## src/rtl/angle_sensor_poller.sv

```systemverilog
// Round-robin SPI (mode 1) poller for NUM_SENSORS angle encoders with an Avalon-MM register view.
// readdata is registered (1-cycle read latency); waitrequest is tied low, so the bus never stalls.
module angle_sensor_poller #(
  parameter int NUM_SENSORS = 9,
  parameter int CLK_DIV     = 10,
  parameter int GAP_CYCLES  = 8,
  parameter int ANGLE_BITS  = 14
) (
  input  logic                   clock,
  input  logic                   reset,
  input  logic [7:0]             address,
  input  logic                   read,
  output logic [31:0]            readdata,
  input  logic                   write,
  input  logic [31:0]            writedata,
  output logic                   waitrequest,
  input  logic                   angle_miso,
  output logic                   angle_mosi,
  output logic                   angle_sck,
  output logic [NUM_SENSORS-1:0] angle_ss_n_o
);

  localparam int IDX_W = (NUM_SENSORS > 1) ? $clog2(NUM_SENSORS) : 1;

  typedef enum logic [2:0] {
    S_IDLE,
    S_SELECT,
    S_SHIFT,
    S_DESELECT,
    S_GAP,
    S_UPDATE
  } state_t;

  state_t                 state, state_nxt;
  logic [15:0]            cnt;
  logic [4:0]             half_cnt;
  logic                   sck_q;
  logic                   mosi_q;
  logic [NUM_SENSORS-1:0] ss_n_q;
  logic [15:0]            tx_sr;
  logic [15:0]            rx_sr;
  logic [IDX_W-1:0]       idx;
  logic [IDX_W-1:0]       last_idx;
  logic [IDX_W-1:0]       next_idx;
  logic [IDX_W-1:0]       sel_nxt;
  logic                   load_idx;
  logic                   div_done;
  logic                   gap_done;
  logic                   go;
  logic                   busy;
  logic                   rx_err;

  logic                   ctrl_en;
  logic [NUM_SENSORS-1:0] mask;
  logic [15:0]            frame_cnt;
  logic [NUM_SENSORS-1:0] primed;
  logic [ANGLE_BITS-1:0]  angle  [NUM_SENSORS];
  logic                   valid  [NUM_SENSORS];
  logic                   error  [NUM_SENSORS];
  logic [15:0]            errcnt [NUM_SENSORS];
  logic [31:0]            rd_val;
  logic                   unused_wdata;

  assign waitrequest  = 1'b0;
  assign angle_sck    = sck_q;
  assign angle_mosi   = mosi_q;
  assign angle_ss_n_o = ss_n_q;
  assign unused_wdata = ^writedata;

  assign div_done = (cnt == 16'(CLK_DIV - 1));
  assign gap_done = (cnt == 16'(GAP_CYCLES - 1));
  assign go       = ctrl_en && (mask != '0);
  assign busy     = (state != S_IDLE);
  // Even parity over the whole word; bit 14 is the sensor's own error flag.
  assign rx_err   = (^rx_sr) | rx_sr[14];
  assign sel_nxt  = load_idx ? next_idx : idx;

  // Next enabled sensor strictly after last_idx, else the lowest enabled one (wrap).
  always_comb begin
    logic             hit_hi;
    logic [IDX_W-1:0] hi_idx;
    logic [IDX_W-1:0] lo_idx;
    hit_hi = 1'b0;
    hi_idx = last_idx;
    lo_idx = last_idx;
    for (int i = NUM_SENSORS - 1; i >= 0; i--) begin
      if (mask[i]) begin
        lo_idx = IDX_W'(i);
        if (i > int'(last_idx)) begin
          hi_idx = IDX_W'(i);
          hit_hi = 1'b1;
        end
      end
    end
    next_idx = hit_hi ? hi_idx : lo_idx;
  end

  always_comb begin
    state_nxt = state;
    load_idx  = 1'b0;
    case (state)
      S_IDLE: begin
        if (go) begin
          state_nxt = S_SELECT;
          load_idx  = 1'b1;
        end
      end
      S_SELECT:   if (div_done) state_nxt = S_SHIFT;
      S_SHIFT:    if (div_done && half_cnt == 5'd31) state_nxt = S_DESELECT;
      S_DESELECT: if (div_done) state_nxt = S_GAP;
      S_GAP:      if (gap_done) state_nxt = S_UPDATE;
      S_UPDATE: begin
        if (go) begin
          state_nxt = S_SELECT;
          load_idx  = 1'b1;
        end else begin
          state_nxt = S_IDLE;
        end
      end
      default: state_nxt = S_IDLE;
    endcase
  end

  // SPI engine: state register, timing counters, shift registers and pin drivers.
  always_ff @(posedge clock) begin
    if (reset) begin
      state    <= S_IDLE;
      cnt      <= '0;
      half_cnt <= '0;
      sck_q    <= 1'b0;
      mosi_q   <= 1'b0;
      ss_n_q   <= '1;
      tx_sr    <= '0;
      rx_sr    <= '0;
      idx      <= '0;
      last_idx <= IDX_W'(NUM_SENSORS - 1);
    end else begin
      state <= state_nxt;

      if (state_nxt != state || (state == S_SHIFT && div_done)) cnt <= '0;
      else                                                       cnt <= cnt + 16'd1;

      if (load_idx) begin
        idx      <= next_idx;
        last_idx <= next_idx;
        tx_sr    <= 16'hFFFF;
      end

      if (state_nxt inside {S_SELECT, S_SHIFT, S_DESELECT})
        ss_n_q <= ~(NUM_SENSORS'(1) << sel_nxt);
      else
        ss_n_q <= '1;

      if (state == S_SELECT) half_cnt <= '0;

      // mosi launches on the rising sck edge, miso is captured on the falling one.
      if (state == S_SHIFT && div_done) begin
        sck_q    <= ~sck_q;
        half_cnt <= half_cnt + 5'd1;
        if (!sck_q) begin
          mosi_q <= tx_sr[15];
          tx_sr  <= {tx_sr[14:0], 1'b0};
        end else begin
          rx_sr <= {rx_sr[14:0], angle_miso};
        end
      end

      if (state == S_DESELECT && div_done) mosi_q <= 1'b0;
    end
  end

  // Register file, result commit and error counters.
  always_ff @(posedge clock) begin
    if (reset) begin
      ctrl_en   <= 1'b0;
      mask      <= '1;
      frame_cnt <= '0;
      primed    <= '0;
      for (int i = 0; i < NUM_SENSORS; i++) begin
        angle[i]  <= '0;
        valid[i]  <= 1'b0;
        error[i]  <= 1'b0;
        errcnt[i] <= '0;
      end
    end else begin
      if (state == S_UPDATE) begin
        frame_cnt <= frame_cnt + 16'd1;
        for (int i = 0; i < NUM_SENSORS; i++) begin
          if (idx == IDX_W'(i)) begin
            primed[i] <= 1'b1;
            // The first response after enable belongs to a stale command: drop it.
            if (primed[i]) begin
              if (rx_err) begin
                error[i] <= 1'b1;
                if (errcnt[i] != 16'hFFFF) errcnt[i] <= errcnt[i] + 16'd1;
              end else begin
                angle[i] <= rx_sr[ANGLE_BITS-1:0];
                valid[i] <= 1'b1;
                error[i] <= 1'b0;
              end
            end
          end
        end
      end

      // Bus writes come last so a counter clear beats a same-cycle increment.
      if (write) begin
        if (address == 8'h00) begin
          ctrl_en <= writedata[0];
          if (writedata[0] && !ctrl_en) primed <= '0;
        end
        if (address == 8'h01) mask <= writedata[NUM_SENSORS-1:0];
        for (int i = 0; i < NUM_SENSORS; i++) begin
          if (int'(address) == 'h30 + i) errcnt[i] <= '0;
        end
      end
    end
  end

  always_comb begin
    rd_val = '0;
    if (address == 8'h00) begin
      rd_val[0] = ctrl_en;
    end else if (address == 8'h01) begin
      rd_val[NUM_SENSORS-1:0] = mask;
    end else if (address == 8'h02) begin
      rd_val = {frame_cnt, 8'(idx), 7'd0, busy};
    end else begin
      for (int i = 0; i < NUM_SENSORS; i++) begin
        if (int'(address) == 'h10 + i) begin
          rd_val[ANGLE_BITS-1:0] = angle[i];
          rd_val[30]             = error[i];
          rd_val[31]             = valid[i];
        end
        if (int'(address) == 'h30 + i) rd_val[15:0] = errcnt[i];
      end
    end
  end

  always_ff @(posedge clock) begin
    if (reset)     readdata <= '0;
    else if (read) readdata <= rd_val;
  end

endmodule

```

## config.mk

```make
export PLATFORM = sky130hd
export DESIGN_NAME = angle_sensor_poller
export DESIGN_NICKNAME = d
export VERILOG_FILES = /design/src/rtl/angle_sensor_poller.sv
export SDC_FILE = /design/constraint.sdc
export NUM_CORES = 1
export LEC_CHECK = 0
export CAP_MARGIN = 25
export CORE_MARGIN = 2
export CORE_UTILIZATION = 40
export CTS_BUF_LIST = sky130_fd_sc_hd__clkbuf_4 sky130_fd_sc_hd__clkbuf_8 sky130_fd_sc_hd__clkbuf_16
export DETAILED_ROUTE_END_ITERATION = 8
export PLACE_DENSITY = 0.56
export SLEW_MARGIN = 10
export SYNTH_ARGS = -nofsm -noshare
export SYNTH_HDL_FRONTEND = slang
export SYNTH_SLANG_ARGS = --single-unit
```

## constraint.sdc

```tcl
create_clock -name clock -period 8.91 [get_ports clock]
set_input_delay 1.782 -clock clock [delete_from_list [all_inputs] [get_ports clock]]
set_output_delay 1.782 -clock clock [all_outputs]
set_load 0.03 [all_outputs]
```

==> flow_summary.ini <==
[synth]
synth_compound_gate_area_share = 0.177
netlist_area_um2 = 20900
syn_avg_cell_area_um2 = 9.16
netlist_top_cells_count = nor2_1, dfxtp_1, nand2_1, a21oi_1, edfxtp_1
yosys_register_bits = 430
synthXorXnorAreaFrac = 0.0575
synth_top_area_share = 0.275
synth_edf_count = 143
synth_top_cell_by_area = dfxtp_1
syn_inst = 2286
synth-seq-area-share = 0.480
postSynth.asyncResetShare = 0
synth_top_family_by_area = simple AND/OR/NAND/NOR gates
yosys.area_share.adder = 0.00837
ys_warn_count = 0
post_synth_num_cell_types = 92
ys_top_cells_by_area = dfxtp_1, edfxtp_1, nor2_1
synth_most_common_cell = nor2_1
synthMuxAreaShare = 0.0364
syn_nets = 2345
synthFlopType = dfxtp_1
yosys.area_share.simple = 0.210

[clock_network]
htree_levels = 2
cts_buffers = 48
clock-sinks = 430
cts_setup_buffers = 0
clockRootBuffer = clkbuf_16
clk_latency_ns = 0.61
cts_tree = yes
cts_resized = 0
cts.path.max_buffers = 3
postCtsHoldBufs = 0
path_clk_slew_ns = 0.06

[min_path]
hold_class = register to register
min-delay-start = half_cnt[3]
min_path_cells = 1
min_to = half_cnt[3]

[setup_path]
endpoint_kind = register
timing.critical_path.from_type = input port
rrSetupSlack_ns = 5.19
critical_path.max_stage_delay_ns = 0.72
path_max_fanout = 21
worstSetupPathType = input port to register
critical_path_arrival_ns = 5.06
path_depth = 9
path_cells = clkdlybuf4s50_1 > nor3b_2 > buf_4 > and2_1 > a32oi_1 > a2111oi_0 > o221a_2 > o21ai_0 > a21oi_1
worst-path-buf-inv = 2
reg2reg_to = angle[0][2]
cp_top_family = compound AO/OA/AOI/OAI gates
critical_path_required_ns = 9.44
reg2regPathDepth = 7
slowest_stage = a2111oi_0
timing.rr.start = rx_sr[11]

[floorplanning]
core_um2 = 51500
ios = 89
start_util = 0.406
die_w_um = 233
die_y_um = 233
rows = 83
die_area_um2 = 54200

[pwr]
switchingPower_uw = 979
p_leak_nw = 8.47
seqPwrFrac = 0.486
combinationalPowerShare = 0.045
swShare = 0.232
intPower_mw = 3.24
peakVddDrop_v = 0.000131
clock_power_share = 0.469
pwr_density_cell_nw_per_um2 = 177

[drt]
drcViolationCount = 0
ant_nets = 0
routed_wl_um = 68700
vias = 18200
drtIter0Drc = 1837
first_pass_iters = 6
vias_per_cell = 5.98
wl_per_cell_um = 22.6

[timing]
setup_viol = 0
grt_setup_unrepaired = false
hold_viol = 0
maxSlewHeadroom = 0.269
hold_ws_ns = 0.459
skew_ns = 0.0341
max_slew.worst_pin.slew_ns = 1.09
slew_violations = 0
fin_setup_tns_ns = 0
fin_crit_sh = 0.508
max_freq_mhz = 221
min_period_ns = 4.53
fin_ws_ns = 4.38

[job]
max-cap-violations = 0

[final_layout]
area_delta_synth_final_pct = 13.9
fin_cells = 3034
fillers = 5035
nNetsFinal = 2374
antenna_cells = 0
drive_above_1_share = 0.0752
design_area_um2 = 23800

[placement]
gp_congestion = 0.920
placed_area_um2 = 22200
numPortBuffers = 64
pre_cts_ws_ns = 3.95
dpl.cell_count = 2940
hpwl_um = 47500

[global_routing]
grt_overflow = 0
track_usage = 0.251
antenna_found_initial = 2
first_global_vias = 17000
grt_pass1_wl_um = 104000
grt_max_degree = 81

[outcome]
status = finished clean
## layout make-up
| type | count | area (um^2) | share of cell area |
|---|---|---|---|
| inverter | 35 | 131 | 0.00551 |
| sequential | 430 | 10000 | 0.421 |
| timing repair buffer | 111 | 1000 | 0.0421 |
| clock inverter | 26 | 215 | 0.00902 |
| tap | 680 | 851 | 0.0357 |
| clock buffer | 63 | 1340 | 0.0561 |
| multi-input combinational | 1689 | 10300 | 0.431 |
## sequential cells by signal (all words and copies together) (netlist names), 3 cells and up
name,flops
errcnt,144
angle,126
readdata,32
cnt,16
frame_cnt,16
rx_sr,16
tx_sr,16
angle_ss_n_o,9
error,9
mask,9
primed,9
valid,9
half_cnt,5
idx,4
last_idx,4
state,3
## per-stage QoR
| step | utilization | power [mW] |
|---|---|---|
| finish | 0.463 | 4.22 |
| global route | 0.463 | 4.34 |
| CTS | 0.462 | 4.24 |
| detailed placement | 0.432 | 2.28 |
| global placement | 0.432 | 2.28 |
| floorplan | - | 2.21 |
## per-layer routing
metal	up-vias	GRT usage	wire length [um]
met5	-	0	0
met4	0	0.0951	2600
met3	133	0.0516	5780
met2	717	0.391	30700
met1	8863	0.343	29600
li1	8439	-	-
## worst max path at each step
| stage | slack (ns) | start | endpoint |
|---|---|---|---|
| final | 4.38 | address[4] | readdata[5] |
| after global routing | 4.27 | address[2] | readdata[2] |
| after CTS | 4.56 | address[2] | readdata[8] |
| after detailed placement | 3.95 | address[2] | readdata[8] |
| after global placement | 3.99 | address[2] | readdata[11] |
| after floorplan | 4.69 | reset | angle[0][14] |
## cell families (layout without fill, tap and decap cells)
group,Yosys count,count (layout)
fa+ha+maj,14,14
xor+xnor,130,130
flops,430,430
other cells,1,1
mux,70,70
simple gates,906,906
compound gates,568,568
buf+inv,167,235
## power by group through the flow
stage                     logic [mW]  clock network, mW  registers (mW)
after global placement         0.182                  0            2.10
after floorplan                0.111                  0            2.10
final                          0.190               1.98            2.05
after detailed placement       0.183                  0            2.10
after global routing           0.202               2.08            2.06
after CTS                      0.184               2.00            2.05
## placed cells by master, fill, tap and decap left out, types with 14 or more instances in the layout
cell / instances
a21oi_1: 160
nand3b_1: 15
buf_4: 46
mux2i_1: 57
inv_1: 34
nand3_1: 94
nand2_1: 169
a31oi_1: 14
and3_1: 33
o31ai_1: 16
o211ai_1: 29
nor2_1: 346
a221oi_1: 16
o2111ai_1: 22
nor3_1: 38
a211oi_1: 32
or3_1: 19
xnor2_1: 36
and2_1: 32
clkbuf_16: 48
ha_1: 14
edfxtp_1: 143
a22oi_1: 22
o21ai_0: 124
clkdlybuf4s50_1: 60
and4_1: 24
o221ai_1: 18
o22ai_1: 14
nand4_1: 37
xor2_1: 89
dfxtp_1: 287
nand2b_1: 22
nor2b_1: 18
Power figures use the tool's default switching activity.
